$ cat src/rtl/rc4_pkg.sv
// Shared types for the RC4 key-scheduling controller: FSM states, S-box depth and byte type.
package rc4_pkg;

    localparam int S_DEPTH = 256;

    typedef logic [7:0] byte_t;

    typedef enum logic [3:0] {
        IDLE,
        INIT,
        RD_I,
        LATCH_I,
        RD_J,
        LATCH_J,
        WR_I,
        WR_J,
        DONE
    } state_e;

endpackage

$ cat src/rtl/rc4_key_byte_sel.sv
// Combinational key-byte mux: picks byte idx_i of an MSB-first packed key.
module rc4_key_byte_sel
    import rc4_pkg::*;
#(
    parameter int KEY_BYTES = 3,
    parameter int KIDX_W    = 2
) (
    input  logic [8*KEY_BYTES-1:0] key_i,
    input  logic [KIDX_W-1:0]      idx_i,
    output byte_t                  key_byte_o
);

    always_comb begin
        key_byte_o = key_i[8*KEY_BYTES-1 -: 8];
        for (int k = 1; k < KEY_BYTES; k++) begin
            if (idx_i == KIDX_W'(k)) key_byte_o = key_i[8*(KEY_BYTES-k)-1 -: 8];
        end
    end

endmodule

$ cat src/rtl/rc4_ksa_controller.sv
// RC4 key-scheduling controller driving a single-port 256x8 S memory.
// Define RC4_INIT_PHASE_EN to include the S[i]=i initialisation pass; otherwise S is preloaded externally.
module rc4_ksa_controller
    import rc4_pkg::*;
#(
    parameter int KEY_BYTES = 3
) (
    input  logic                   clk,
    input  logic                   rst_n,
    input  logic                   start,
    input  logic [8*KEY_BYTES-1:0] key,
    output logic [7:0]             mem_addr,
    output logic [7:0]             mem_wdata,
    output logic                   mem_we,
    input  logic [7:0]             mem_rdata,
    output logic                   busy,
    output logic                   done
);

    localparam int    KIDX_W = (KEY_BYTES > 1) ? $clog2(KEY_BYTES) : 1;
    localparam byte_t I_LAST = byte_t'(S_DEPTH - 1);

    state_e            state_q;
    byte_t             i_q, j_q, si_q, sj_q;
    byte_t             addr_q, wdata_q;
    logic              we_q, busy_q, done_q;
    logic [KIDX_W-1:0] kidx_q, kidx_d;
    byte_t             i_d, j_d, key_byte;

    rc4_key_byte_sel #(
        .KEY_BYTES (KEY_BYTES),
        .KIDX_W    (KIDX_W)
    ) u_key_sel (
        .key_i      (key),
        .idx_i      (kidx_q),
        .key_byte_o (key_byte)
    );

    // Key index wraps alongside i so no modulo is ever computed.
    assign kidx_d = (kidx_q == KIDX_W'(KEY_BYTES - 1)) ? '0 : kidx_q + KIDX_W'(1);
    assign i_d    = i_q + 8'd1;
    assign j_d    = j_q + mem_rdata + key_byte;

    always_ff @(posedge clk or negedge rst_n) begin
        if (!rst_n) begin
            state_q <= IDLE;
            i_q     <= '0;
            j_q     <= '0;
            si_q    <= '0;
            sj_q    <= '0;
            kidx_q  <= '0;
            addr_q  <= '0;
            wdata_q <= '0;
            we_q    <= 1'b0;
            busy_q  <= 1'b0;
            done_q  <= 1'b0;
        end else begin
            done_q <= 1'b0;
            case (state_q)
                IDLE: begin
                    if (start) begin
                        busy_q  <= 1'b1;
                        i_q     <= '0;
                        j_q     <= '0;
                        kidx_q  <= '0;
                        addr_q  <= '0;
                        wdata_q <= '0;
`ifdef RC4_INIT_PHASE_EN
                        we_q    <= 1'b1;
                        state_q <= INIT;
`else
                        state_q <= RD_I;
`endif
                    end
                end
                INIT: begin
                    if (i_q == I_LAST) begin
                        i_q     <= '0;
                        j_q     <= '0;
                        kidx_q  <= '0;
                        we_q    <= 1'b0;
                        addr_q  <= '0;
                        wdata_q <= '0;
                        state_q <= RD_I;
                    end else begin
                        i_q     <= i_d;
                        addr_q  <= i_d;
                        wdata_q <= i_d;
                    end
                end
                RD_I:    state_q <= LATCH_I;
                LATCH_I: begin
                    si_q    <= mem_rdata;
                    j_q     <= j_d;
                    addr_q  <= j_d;
                    state_q <= RD_J;
                end
                RD_J:    state_q <= LATCH_J;
                // Swap data is issued straight from the read bus to save a cycle.
                LATCH_J: begin
                    sj_q    <= mem_rdata;
                    addr_q  <= i_q;
                    wdata_q <= mem_rdata;
                    we_q    <= 1'b1;
                    state_q <= WR_I;
                end
                WR_I: begin
                    addr_q  <= j_q;
                    wdata_q <= si_q;
                    state_q <= WR_J;
                end
                WR_J: begin
                    we_q <= 1'b0;
                    if (i_q == I_LAST) begin
                        addr_q  <= '0;
                        wdata_q <= '0;
                        busy_q  <= 1'b0;
                        done_q  <= 1'b1;
                        state_q <= DONE;
                    end else begin
                        i_q     <= i_d;
                        kidx_q  <= kidx_d;
                        addr_q  <= i_d;
                        state_q <= RD_I;
                    end
                end
                DONE:    state_q <= IDLE;
                default: state_q <= IDLE;
            endcase
        end
    end

    assign mem_addr  = addr_q;
    assign mem_wdata = wdata_q;
    assign mem_we    = we_q;
    assign busy      = busy_q;
    assign done      = done_q;

endmodule

$ cat config.mk
export PLATFORM = sky130hd
export DESIGN_NAME = rc4_ksa_controller
export DESIGN_NICKNAME = d
export VERILOG_FILES = /design/src/rtl/rc4_pkg.sv /design/src/rtl/rc4_key_byte_sel.sv /design/src/rtl/rc4_ksa_controller.sv
export SDC_FILE = /design/constraint.sdc
export NUM_CORES = 1
export LEC_CHECK = 0
export ABC_AREA = 1
export BUFFER_PORTS_ARGS = -buffer_cell sky130_fd_sc_hd__buf_4
export CORE_ASPECT_RATIO = 1.2
export CORE_MARGIN = 4
export CORE_UTILIZATION = 40
export DETAILED_ROUTE_END_ITERATION = 8
export PLACE_DENSITY = 0.68
export SYNTH_ARGS = -nofsm -noshare
export SYNTH_HDL_FRONTEND = slang
export SYNTH_SLANG_ARGS = --single-unit
export TNS_END_PERCENT = 20
$ cat constraint.sdc
create_clock -name clk -period 4.1 [get_ports clk]
set_clock_uncertainty 0.15 [all_clocks]
set_input_delay 0.82 -clock clk [delete_from_list [all_inputs] [get_ports clk]]
set_output_delay 0.82 -clock clk [all_outputs]
set_load 0.01 [all_outputs]
==> metrics.md, run 1 <==
| Metric | Value |
|---|---|
| Outcome | finished, final reports clean |
| Worst-skew pair later-pin latency | 0.30 ns |
| Die height | 103 um |
| Die width | 87.4 um |
| Hold Buf Count CTS | 0 |
| Setup WS pre-CTS | 0.760 ns |
| Fillers | 757 |
| ANT cells | 0 |
| Synth Flop Type | dfrtp_1 |
| Critical path's top delay family | adder cells |
| Postcts setup bufs | 0 |
| CTS Buf Count | 5 |
| Cell taking the most area after synthesis | dfrtp_1 |
| Hold_ws | 0.332 ns |
| Core area | 0.00732 sq mm |
| Final setup margin | 0.755 ns |
| Synth Area in Simple Gates | 27.6% |
| Post-Synth XOR/XNOR Area | 1.16% |
| Fin nets | 496 |
| WHS Path Cells | 2 |
| Post-synth top area share | 40.6% |
| Worst r2r src | kidx_q[1] |
| Worst endpoint required time | 4.13 ns |
| Tmin final | 3.35 ns |
| Hold Crit Class | reg -> reg |
| Fmax | 0.299 GHz |
| Post-route ant nets | 0 |
| Max-Cap Viols | 0 |
| Synth warnings | 0 |
| Relative slew slack | 58.2% |
| Buffers on Ports | 53 |
| Reg-to-reg endpoint | mem_addr[5] |
| DR iter-0 viols | 206 |
| Dpl cell area | 0.00351 sq mm |
| Ranking of synthesized cells by area | dfrtp_1, nand2_1, inv_1 |
| First-pass GRT wire length | 13.0 mm |
| CP bufs+invs | 4 |
| RSZ-0062 raised after global routing | false |
| CP Class | reg -> reg |
| Cell Rows | 34 |
| Hold Path Origin | mem_wdata[4] |
| DR WL/cell | 14.3 um |
| Unique masters post-synth | 32 |
| Synth Area in Adders | 8.20% |
| Reg clk slew, reported paths | 0.09 ns |
| Clk buf depth | 2 |
| Worst R2R Setup Slack | 0.75 ns |
| Hold EP | mem_wdata[4] |
| Setup violations, final | 0 |
| Syn Inst Count | 390 |
| Yosys reg bits | 49 |
| H-tree Lvls | 2 |
| Syn Area/Cell | 7.75 sq um |
| GRT Util Overall | 18.4% |
| Pwr/cell area | 727 mW/mm^2 |
| Leakage | 0.00193 uW |
| Max VDD drop | 0.277 mV |
| Fin crit share | 81.6% |
| Net Count, Synth | 440 |
| Main combinational cell family by area after synthesis | simple AND/OR/NAND/NOR gates |
| Proportion of synthesized area in mux cells | 0% |
| Fin. Hold Viols | 0 |
| Number of placed I/O pins | 54 |
| Crit-path max FO | 10 |
| CTS Root Cell | clkbuf_8 |
| Vias/cell | 5.13 |
| Critical path cell sequence | inv_1 > nand2_1 > inv_1 > nand2_1 > nand3_1 > o21ai_0 > fa_1 > inv_1 > ha_1 > fa_1 > nand3_1 > nand3_1 > o21ai_1 > nand3_1 > inv_1 > nand3_1 |
| Most numerous cell on the critical path | nand3_1 |
| CTS tree | done |
| Post-DP HPWL | 6.18 mm |
| Worst-Margin Slew | 0.626 ns |
| Worst R2R Path Depth | 16 |
| Register area share after synthesis | 40.6% |
| Initial Util | 41.3% |
| Number of clock sinks | 49 |
| Commonest non-fill, non-tap cell in the layout | nand2_1 |
| Initial antenna violation count | 0 |
| Max Transition Viols Final | 0 |
| Post-route setup TNS | 0 ns |
| Residual DRC | 0 |
| Vias in the first global route | 2712 |
| GR Overflow Total | 0 |
| Crit. End Element | flip-flop |
| Slowest CP cell | fa_1 |
| Synth Cell Area | 0.00302 sq mm |
| Crit path launch | kidx_q[1] |
| Post-layout instance area | 0.00363 sq mm |
| Die Area | 0.00902 sq mm |
| WL final | 7.69 mm |
| CP arrival | 3.38 ns |
| Via count | 2753 |
| Area Growth Syn to Fin | 20.1% |
| Max stage delay on crit path | 0.50 ns |
| Share of layout cells above drive strength 1 | 20.1% |
| Post-synth EDFFs | 0 |
| GPL Wtd Cong | 0.912 |
| Pin count of the biggest net entering global routing | 50 |
| PostCTS Resize Cnt | 0 |
| Drt pass-1 iters | 4 |
| Post-synthesis async set-or-reset flop share | 100% |
| Commonest non-fill, non-tap cells in the layout | nand2_1, inv_1, buf_4, dfrtp_1, nand3_1 |
| Startpoint Class | flip-flop |
| Compound-Gate Fraction of Synth Area | 14.1% |
final cells by class:
| cell class | instances | area, sq um | share of cell area [%] |
|---|---|---|---|
| multi-input combinational | 274 | 1540 | 42.5 |
| clock buffer | 7 | 86.3 | 2.38 |
| inverter | 63 | 236 | 6.51 |
| clock inverter | 1 | 30.0 | 0.827 |
| sequential | 49 | 1230 | 33.8 |
| tap | 90 | 113 | 3.10 |
| timing repair buffer | 53 | 398 | 11.0 |
cells in the mapped netlist (all sizes together) (2+ instances only):
master / instances
o211ai: 3
inv: 63
dfrtp: 49
nand3: 33
nand2: 113
o21ai: 40
clkbuf: 3
xor2: 3
o22ai: 8
a31oi: 6
nand4: 8
ha: 7
fa: 8
nor2: 25
nor3: 3
a21oi: 9
or2: 2
where the power goes:
part	total (uW)	internal, uW	switching [uW]
logic	1480	531	950
registers	801	671	131
clock network	358	199	159
state kept, by name, indices dropped and copies added (netlist names):
name       count
i_q            8
j_q            8
mem_addr       8
mem_wdata      8
si_q           8
state_q        4
kidx_q         2
busy           1
done           1
mem_we         1
stage by stage:
step           std cells  utilization, %  total power (uW)
5_1_grt              537            49.6              2900
3_5_place_dp         529            48.0              2290
4_1_cts              537            49.6              2650
3_3_place_gp         529            48.0              2250
6_report             537            49.6              2640
2_1_floorplan        390               -              1850
worst register-to-register path: cells and delay by family, from the launching register on:
kind                     cells  cell delay [ns]
AO/OA/AOI/OAI                2             0.32
adder cells (fa/ha/maj)      3             1.17
buffers and inverters        4             0.47
flip-flops                   1             0.42
AND/OR/NAND/NOR              7             0.69
layer usage:
layer	share of wire (%)	vias up	track usage (%)
met4	1.5	0	5.08
met2	50	64	31.8
met5	0	-	0
met3	5.2	11	2.85
met1	44	1295	23.9
li1	-	1383	-
how the worst max path moves through the flow:
stage,end,slack [ns],cells after the start
floorplan,mem_addr[5],1.12,16
CTS,mem_addr[5],0.76,16
global route,mem_addr[5],0.43,16
finish,mem_addr[5],0.75,16
detailed placement,mem_addr[5],0.76,16
global placement,mem_addr[5],0.88,16
cell families (layout without fill, tap and decap cells):
logic type,count (synthesis),in the layout
AOI/OAI and AO/OA,71,71
xor gates and xnor gates,4,4
adders and majority gates,15,15
buffers and inverters,67,124
DFF,49,49
and+or+nand+nor,184,184
(Power assumes the default switching activity.)
==> run 2: changes to the inputs <==
- PLACE_DENSITY: 0.68 -> 0.71
- clock period: 4.1 -> 3 ns (I/O delays scaled with it)
==> run 2 against run 1 <==
  * Total power grew 48%
  * Setup slack lost 0.67 ns
  * Combinational power grew 57%
  * Sequential power grew 37%
  * Global-route usage grew 1.4 points
  * Critical path depth shrank 2
  * Critical endpoint is now mem_addr[6]
  * Largest power group unchanged
==> metrics.md, run 2 (synthesized netlist as in run 1, its figures left out) <==
| Metric | Value |
|---|---|
| CTS Buf Count | 5 |
| Total Power | 3900 uW |
| CTS Root Cell | clkbuf_8 |
| Worst R2R Path Depth | 14 |
| Core area | 0.00732 sq mm |
| Startpoint Class | flip-flop |
| CP arrival | 2.96 ns |
| ANT cells | 0 |
| Die Area | 0.00902 sq mm |
| Initial antenna violation count | 0 |
| Die height | 103 um |
| Worst-skew pair later-pin latency | 0.31 ns |
| Initial Util | 41.3% |
| Via count | 2865 |
| First-pass GRT wire length | 13.9 mm |
| Share of layout cells above drive strength 1 | 25.4% |
| Tmin final | 2.91 ns |
| Hold Buf Count CTS | 0 |
| Clk buf depth | 2 |
| DR iter-0 viols | 212 |
| Outcome | finished, final reports clean |
| Crit-path max FO | 13 |
| Fin util | 51.8% |
| RSZ-0062 raised after global routing | true |
| DR WL/cell | 15.3 um |
| GPL Wtd Cong | 0.890 |
| Max VDD drop | 0.439 mV |
| Fin. Hold Viols | 0 |
| Commonest non-fill, non-tap cells in the layout | nand2_1, buf_4, inv_1, dfrtp_1, nand3_1 |
| Crit. End Element | flip-flop |
| Fin crit share | 97.1% |
| Relative slew slack | 56.8% |
| Cell Rows | 34 |
| Worst endpoint required time | 3.04 ns |
| WL final | 8.37 mm |
| Fmax | 0.343 GHz |
| Residual DRC | 0 |
| Vias in the first global route | 2931 |
| Setup violations, final | 0 |
| Buffers on Ports | 53 |
| Drt pass-1 iters | 5 |
| Fin nets | 506 |
| Leakage | 0.00198 uW |
| Setup WS pre-CTS | 0.0120 ns |
| Crit path launch | kidx_q[0] |
| Number of clock sinks | 49 |
| Number of placed I/O pins | 54 |
| GR Overflow Total | 0 |
| Worst-Margin Slew | 0.648 ns |
| GRT Util Overall | 19.8% |
| Vias/cell | 5.25 |
| CP Class | reg -> reg |
| Commonest non-fill, non-tap cell in the layout | nand2_1 |
| Worst R2R Setup Slack | 0.09 ns |
| Post-DP HPWL | 6.44 mm |
| Pwr/cell area | 1030 mW/mm^2 |
| Reg clk slew, reported paths | 0.10 ns |
| Reg-to-reg endpoint | mem_addr[6] |
| H-tree Lvls | 2 |
| Hold Crit Class | in -> async |
| Max Transition Viols Final | 0 |
| Pin count of the biggest net entering global routing | 50 |
| Area Growth Syn to Fin | 25.5% |
| Worst setup endpoint | mem_addr[6] |
| Max-Cap Viols | 0 |
| Fillers | 715 |
| Die width | 87.4 um |
| CTS tree | done |
| Final setup margin | 0.0885 ns |
| Post-route ant nets | 0 |
| Worst r2r src | kidx_q[0] |
==> run 2: cell types whose count changed in the layout (fill, tap and decap cells not counted), moves of 3 or more <==
cell,change
buf_4,+8
ha_1,-4
ha_4,+3
nand2_1,-3
nand2_2,+3
o21ai_0,-4
==> run 2: worst min path at each step <==
stage | end | cells past startpoint
CTS | state_q[2] | 1
global placement | si_q[3] | 2
detailed placement | si_q[3] | 2
finish | si_q[1] | 1
floorplan | busy | 0
global route | si_q[1] | 1
==> run 2: critical path, cell delays in order (launching register included) <==
cell     delay, ns
dfrtp_1       0.45
inv_1         0.14
nand2_2       0.11
buf_12        0.16
nand3_1       0.07
o21ai_0       0.10
fa_1          0.49
inv_1         0.07
ha_4          0.30
nand2_1       0.07
or2_2         0.32
nand3_1       0.08
nand2_1       0.06
nand3_1       0.13
nand4_1       0.10
==> run 2: repair_timing <==
item,4_1_cts,5_1_grt
gates resized for setup,1,21
pin swaps,0,4
setup endpoints to repair,2,9
setup buffers,1,2
==> run 2: per-layer routing <==
layer	up-vias	share of wire, %	global-route usage [%]
met3	30	5.7	3.33
met4	0	4.0	9.80
met1	1329	40	23.9
li1	1397	-	-
met2	109	50	34.1
met5	-	0	0
==> run 2: cell type report <==
cell class	count	area (sq um)	area share [%]
multi-input combinational	274	1630	42.8
sequential	49	1230	32.3
timing repair buffer	63	489	12.9
inverter	63	236	6.23
tap	90	113	2.97
clock buffer	5	68.8	1.81
clock inverter	2	35.0	0.923
==> run 2: per-stage QoR <==
stage	instances	cell area [sq um]	hold slack, ns	setup TNS, ns
after CTS	544	3690	0.175	0
after floorplan	390	3020	0.154	0
after global placement	536	3580	0.306	0
after global routing	546	3790	0.209	-0.154
final	546	3790	0.156	0
after detailed placement	536	3580	0.310	0
==> run 2: report_power, final <==
group | total (uW) | switching [uW] | internal [uW]
Clock | 480 | 237 | 243
Sequential | 1100 | 181 | 916
Combinational | 2330 | 1430 | 893
